===== config.mk =====
export PLATFORM = sky130hd
export DESIGN_NAME = scan_loader
export DESIGN_NICKNAME = d
export VERILOG_FILES = /design/src/rtl/scan_loader.sv
export SDC_FILE = /design/constraint.sdc
export NUM_CORES = 1
export LEC_CHECK = 0
export BUFFER_PORTS_ARGS = -buffer_cell sky130_fd_sc_hd__buf_4
export CORE_MARGIN = 2
export CORE_UTILIZATION = 33
export CTS_CLUSTER_DIAMETER = 50
export DETAILED_ROUTE_END_ITERATION = 10
export PLACE_DENSITY = 0.6
export SLEW_MARGIN = 20
export SYNTH_ARGS = -nofsm -noshare
export SYNTH_HDL_FRONTEND = slang
export SYNTH_SLANG_ARGS = --single-unit

===== constraint.sdc =====
create_clock -name clk -period 3 [get_ports clk]
set_input_delay 0.15 -clock clk [delete_from_list [all_inputs] [get_ports clk]]
set_output_delay 0.15 -clock clk [all_outputs]
set_load 0.1 [all_outputs]

===== src/rtl/scan_loader.sv =====
// scan_loader: streams host bytes into a serial scan chain, MSB first, and
// optionally streams the chain's previous contents back out as bytes.
// Optional feature macro: SCAN_READBACK_EN builds the capture byte, the EMIT
// state and the out_* stream. When it is undefined, out_valid/out_data are
// tied low and each byte goes straight from SHIFT to the counter step.
module scan_loader #(
  parameter int CHAIN_LEN  = 256,
  parameter int DATA_WIDTH = 8
) (
  input  logic                  clk,
  input  logic                  rst_n,
  input  logic                  start,
  output logic                  busy,
  output logic                  done,
  input  logic [DATA_WIDTH-1:0] in_data,
  input  logic                  in_valid,
  output logic                  in_ready,
  output logic [DATA_WIDTH-1:0] out_data,
  output logic                  out_valid,
  input  logic                  out_ready,
  output logic                  scan_enable,
  output logic                  scan_in,
  input  logic                  scan_out
);

  localparam int NUM_BYTES = CHAIN_LEN / 8;
  localparam int CNT_W     = $clog2(NUM_BYTES + 1);
  localparam logic [CNT_W-1:0] LAST_BYTE = CNT_W'(NUM_BYTES - 1);

  localparam logic [2:0] IDLE   = 3'd0;
  localparam logic [2:0] LOAD   = 3'd1;
  localparam logic [2:0] SHIFT  = 3'd2;
  localparam logic [2:0] FINISH = 3'd4;
`ifdef SCAN_READBACK_EN
  localparam logic [2:0] EMIT   = 3'd3;
`endif

  logic [2:0]            state;
  logic [CNT_W-1:0]      byte_cnt;
  logic [2:0]            bit_cnt;
  logic [DATA_WIDTH-1:0] shift_byte;
`ifdef SCAN_READBACK_EN
  logic [DATA_WIDTH-1:0] capture;
`endif

  // Transfer sequencer: one LOAD/SHIFT(/EMIT) round per chain byte, then FINISH.
  always_ff @(posedge clk or negedge rst_n) begin
    if (!rst_n) begin
      state      <= IDLE;
      byte_cnt   <= '0;
      bit_cnt    <= '0;
      shift_byte <= '0;
`ifdef SCAN_READBACK_EN
      capture    <= '0;
`endif
    end else begin
      case (state)
        IDLE: begin
          if (start) begin
            state    <= LOAD;
            byte_cnt <= '0;
          end
        end
        LOAD: begin
          if (in_valid) begin
            shift_byte <= in_data;
            bit_cnt    <= '0;
            state      <= SHIFT;
          end
        end
        SHIFT: begin
          shift_byte <= {shift_byte[DATA_WIDTH-2:0], 1'b0};
          bit_cnt    <= bit_cnt + 3'd1;
`ifdef SCAN_READBACK_EN
          capture    <= {capture[DATA_WIDTH-2:0], scan_out};
`endif
          if (bit_cnt == 3'd7) begin
`ifdef SCAN_READBACK_EN
            state <= EMIT;
`else
            byte_cnt <= byte_cnt + CNT_W'(1);
            state    <= (byte_cnt == LAST_BYTE) ? FINISH : LOAD;
`endif
          end
        end
`ifdef SCAN_READBACK_EN
        EMIT: begin
          if (out_ready) begin
            byte_cnt <= byte_cnt + CNT_W'(1);
            state    <= (byte_cnt == LAST_BYTE) ? FINISH : LOAD;
          end
        end
`endif
        FINISH: begin
          state <= IDLE;
        end
        default: begin
          state <= IDLE;
        end
      endcase
    end
  end

  // Handshake and chain controls come from the registered state only, so no
  // input can reach them combinationally.
  assign busy        = (state != IDLE);
  assign done        = (state == FINISH);
  assign in_ready    = (state == LOAD);
  assign scan_enable = (state == SHIFT);
  assign scan_in     = scan_enable & shift_byte[DATA_WIDTH-1];

`ifdef SCAN_READBACK_EN
  assign out_valid = (state == EMIT);
  assign out_data  = capture;
`else
  logic unused_readback;
  assign out_valid       = 1'b0;
  assign out_data        = '0;
  assign unused_readback = &{1'b0, out_ready, scan_out};
`endif

endmodule


==> impl_metrics.tcl, run 1 <==
set metrics [dict create \
    cts_tree "yes" \
    netlist_area_um2 1070 \
    grt_max_degree 21 \
    start_util_pct 35.0 \
    post-place-ws_ns 0.958 \
    ant_nets 0 \
    dpl.cell_count 173 \
    antenna_cells 0 \
    max_stage_delay_ns 0.62 \
    layout_min_cycle_time_ns 2.38 \
    critPathArrivalTime_ns 2.23 \
    netSwitchingPower_mw 0.610 \
    clock_latency_ns 0.29 \
    gr-total-overflow 0 \
    p_leak_nw 0.571 \
    outcome "complete, no violations" \
    hold_violations 0 \
    p_comb_share_pct 51.3 \
    core_area_um2 3050 \
    crit_path_end_kind "output port" \
    yosys_warnings 0 \
    worst_slack_ns 0.624 \
    ys_ff_latch 20 \
    p_sw_share_pct 50.5 \
    p_int_mw 0.599 \
    dp_hpwl_um 1440 \
    final_common_cell "nand2_1" \
    post_cts_buffers 0 \
    p_per_area_nw_per_um2 993 \
    globalplace.congestion 0.728 \
    finalSetupTns_ns 0 \
    clockBufferDepth 2 \
    vdd_drop_max_mv 0.201 \
    holdWs_ns 0.0755 \
    path_clk_slew_ns 0.10 \
    crit_required_ns 2.85 \
    syn_inst 118 \
    drt_iter0_drc 28 \
    hp-class "primary input to register" \
    path_cells "or3b_1 > inv_2 > and2_1 > buf_4" \
    cts_made_buffers 3 \
    synth_top_cell_by_area "dfrtp_1" \
    vias 842 \
    drive_gt1_share_pct 18.0 \
    startpoint_type "register" \
    antenna_found_initial 0 \
    clkSinkCount 20 \
    fin_crit_sh_pct 79.2 \
    area_growth_pct 14.1 \
    drv_slew 0 \
    critPathMaxFanout 15 \
    yosys.area.top_type_share_pct 46.9 \
    die_w_um 60.9 \
    max_freq_mhz 421 \
    wirelength_um 2020 \
    nNetsFinal 152 \
    boundaryPins 28 \
    crit_family "simple AND/OR/NAND/NOR gates" \
    rows 20 \
    dieArea_um2 3710 \
    grt_pass1_wl_um 3350 \
    postSynthAreaPerCell_um2 9.04 \
    p_seq_share_pct 38.5 \
    drt-wirelength-per-cell_um 11.4 \
    final_area_um2 1220 \
    finClkSkew_ns 0.00686 \
    mostFrequentLayoutCells "nand2_1, dfrtp_1, buf_4" \
    dr.pass1.iters 4 \
    postPlaceCellArea_um2 1180 \
    critPathBufInv 2 \
    cp_slowest_cell "dfrtp_1" \
    ys_types 35 \
    grtUsageTotal_pct 12.3 \
    p_clk_share_pct 10.3 \
    htreeDepth 1 \
    rsz0062_at_grt "no" \
    finalSetupViolCount 0 \
    critPathKind "register to output port" \
    fin_cells 177 \
    io_buffers 16 \
    cts_root_buffer "clkbuf_4" \
    grt_pass1_vias 764 \
    synth_area_leaders "dfrtp_1, nand2_1, buf_4" \
    drc 0 \
    synth_seq_area_share_pct 46.9 \
    fp.dieH_um 60.9 \
    routed_via_density 4.76 \
    maxCapViolations 0 \
]
[cells in the mapped netlist]
library cell    n
a211o_1         1
a21oi_1         3
a31oi_1         8
a32o_1          1
and2_1          1
and3_1          1
buf_2           1
buf_4           9
buf_6           1
clkbuf_1        2
conb_1          1
dfrtp_1        20
dlygate4sd1_1   1
ha_1            3
inv_1           3
inv_2           1
mux2i_1         1
nand2_1        25
nand2b_1        1
nand3_1         5
nand3b_1        2
nand4_1         1
nor2_1          9
nor2b_1         1
nor3_1          1
nor3b_1         2
nor3b_2         1
o21ai_1         5
o221ai_1        1
o22ai_1         1
o41ai_1         1
or3_1           1
or3_4           1
or3b_1          1
or4b_1          1
[power by group through the flow]
stage               sequential [mW]  clock [mW]  combinational (mW)
global placement              0.462           0               0.606
finish                        0.465       0.124               0.620
CTS                           0.464       0.131               0.627
floorplan                     0.435           0               0.547
detailed placement            0.471           0               0.624
global route                  0.484       0.140               0.679
[worst reg2reg max path: stages (launching register included)]
cell	delay, ns
dfrtp_1	0.39
ha_1	0.16
ha_1	0.22
mux2i_1	0.10
or3_4	0.41
or4b_1	0.52
nand3_1	0.09
[final cells by class]
type                    count  area [um^2]
flip-flops and latches     20          500
multi-input cells          88          487
fillers                   316         1840
inverters                   4         15.0
well taps                  44         55.1
clock buffers               3         22.5
repair buffers             18          138
[worst paths after layout]
path	startpoint	end	slack [ns]	cells past startpoint
worst max-delay path	state[1]	scan_in	0.62	4
worst min-delay path	in_valid	state[0]	0.08	2
worst max register to register	bit_cnt[0]	byte_cnt[4]	1.05	6
worst min register to register	bit_cnt[0]	bit_cnt[0]	0.49	1
max in group asynchronous	rst_n	byte_cnt[4]	2.54	2
min in group asynchronous	rst_n	bit_cnt[1]	0.26	2
[routing by layer]
layer  share of wire (%)  track usage [%]  vias up
met5                   0                0        -
met4                 1.6             7.45        0
met3                 2.5             1.28        2
met1                  45             15.2      406
li1                    -                -      420
met2                  50             20.4       14
[metrics by stage]
step | power (mW) | utilization (%)
4_1_cts | 1.22 | 39.9
2_1_floorplan | 0.982 | -
6_report | 1.21 | 39.9
3_3_place_gp | 1.07 | 38.8
5_1_grt | 1.30 | 39.9
3_5_place_dp | 1.09 | 38.8
[registers in the layout (all words and copies together) (netlist names)]
name and cells:
byte_cnt 6, state 3, bit_cnt 3, shift_byte 8
[cells by family (layout without fill, tap and decap cells)]
group	after synthesis	count (layout)	synth area share (%)
AOI/OAI and AO/OA	21	21	12.4
adders and majority gates	3	3	3.52
buffers and inverters	18	25	10.8
DFF	20	20	46.9
muxes	1	1	0.938
other	1	9	0.351
and+or+nand+nor	54	54	25.1
[what timing repair did]
action                    in CTS  in global routing
hold buffers                   1                  0
hold endpoints to repair      20                  0
gates resized for setup        0                  0
Power figures use the tool's default switching activity.
==> run 2: changes to the inputs <==
PLACE_DENSITY = 0.62   (was 0.6)
clock period = 2.1 ns   (was 3 ns; I/O delays follow)
==> run 2 against run 1 <==
Effect of this change:
- flip-flop and latch count is the same
- design area grew 5.8%
- combinational power is 54% higher
- wire length fell by 1.2%
- final cell count increased by 2.8%
- critical path depth unchanged
- core utilization increased by 2.3 points
- sequential share of layout area shrank 2.2 points
- setup slack lost 0.51 ns
- first-iteration DRC count increased by 25%
- worst hold slack got worse by 0.036 ns
- clock power increased to 2.5 times the previous value
- critical path type unchanged
- largest power group unchanged
- highest routed layer unchanged
==> impl_metrics.tcl, run 2 (synthesized netlist as in run 1, its figures left out) <==
set metrics [dict create \
    globalplace.congestion 0.769 \
    clockBufferDepth 2 \
    dp_hpwl_um 1480 \
    critPathMaxFanout 15 \
    rows 20 \
    max_freq_mhz 503 \
    multi_input_comb_area_um2 494 \
    drv_slew 0 \
    p_leak_nw 0.604 \
    drive_gt1_share_pct 21.0 \
    fin_cells 182 \
    path_cells "or3b_1 > inv_2 > and2_2 > buf_4" \
    cts_made_buffers 3 \
    max_stage_delay_ns 0.48 \
    path_clk_slew_ns 0.12 \
    p_per_area_nw_per_um2 1490 \
    grt_max_degree 21 \
    vdd_drop_max_mv 0.352 \
    totalPowerFinal_mw 1.91 \
    drc 0 \
    crit_path_end_kind "output port" \
    dieArea_um2 3710 \
    largest_register_ffs 8 \
    final_util_pct 42.2 \
    fp.dieH_um 60.9 \
    fin_crit_sh_pct 94.6 \
    core_area_um2 3050 \
    rsz0062_at_grt "no" \
    worst_slack_ns 0.114 \
    hold_violations 0 \
    boundaryPins 28 \
    drt_iter0_drc 35 \
    startpoint_type "register" \
    vias 872 \
    nNetsFinal 156 \
    clock_latency_ns 0.31 \
    drt-wirelength-per-cell_um 11.0 \
    largest-register "shift_byte" \
    cts_root_buffer "clkbuf_4" \
    htreeDepth 1 \
    dpl.cell_count 176 \
    grt_pass1_wl_um 3280 \
    reg_top3 "shift_byte (8), byte_cnt (6)" \
    final_common_cell "nand2_1" \
    mostFrequentLayoutCells "nand2_1, dfrtp_1, buf_4" \
    outcome "complete, no violations" \
    final_area_um2 1290 \
    antenna_cells 0 \
    finalSetupViolCount 0 \
    critPathArrivalTime_ns 1.88 \
    postPlaceCellArea_um2 1210 \
    area_growth_pct 20.6 \
    routed_via_density 4.79 \
    antenna_found_initial 0 \
    maxCapViolations 0 \
    critPathKind "register to output port" \
    ant_nets 0 \
    seq_area_um2 500 \
    hp-class "primary input to register" \
    cp_slowest_cell "dfrtp_1" \
    finClkSkew_ns 0.0105 \
    die_w_um 60.9 \
    io_buffers 16 \
    ctsResizeCount 0 \
    layout_min_cycle_time_ns 1.99 \
    wirelength_um 2000 \
    cts_tree "yes" \
    grt_pass1_vias 763 \
    start_util_pct 35.0 \
    clkSinkCount 20 \
    finalSetupTns_ns 0 \
    holdWs_ns 0.0393 \
    crit_required_ns 2.00 \
    post-place-ws_ns 0.272 \
    gr-total-overflow 0 \
    grtUsageTotal_pct 12.2 \
    nFillCells 323 \
    dr.pass1.iters 4 \
]
## run 2: changes by cell type in the layout (fill, tap and decap cells not counted), sizes merged
cell	before	now
dlygate4sd3	1	2
bufinv	0	1
buf	17	20
## run 2: area by class of cell
type | instances | area share [%]
flip-flops and latches | 20 | 38.9
multi-input cells | 88 | 38.4
repair buffers | 22 | 13.2
well taps | 44 | 4.28
clock inverters | 1 | 2.33
clock buffers | 3 | 1.75
inverters | 4 | 1.17
## run 2: metal layers
layer	GRT usage (%)	vias to the layer above	part of all wire (%)
li1	-	428	-
met1	15.0	412	44
met2	19.5	26	49
met3	1.92	6	3.7
met4	8.39	0	2.7
met5	0	-	0
## run 2: final timing paths
kind,startpoint,to,slack [ns],cells past startpoint
worst max-delay path,state[2],scan_in,0.11,4
worst min-delay path,in_data[0],shift_byte[0],0.04,3
worst max register to register,bit_cnt[0],byte_cnt[4],0.26,6
worst min register to register,byte_cnt[5],byte_cnt[5],0.49,1
max in group asynchronous,rst_n,byte_cnt[5],1.69,2
min in group asynchronous,rst_n,state[1],0.20,2
## run 2: what timing repair did
action	CTS	global route
setup buffers	0	0
hold endpoints to repair	21	0
hold buffers	2	0
## run 2: critical path, delay by kind of cell, from the launching register on
family	cells	cell delay, ns
buf+inv	2	0.49
simple gates	2	0.62
flops	1	0.48
## run 2: where the power goes
| group | switching (mW) | internal [mW] |
|---|---|---|
| Sequential | 0.115 | 0.530 |
| Combinational | 0.658 | 0.296 |
| Clock | 0.123 | 0.193 |
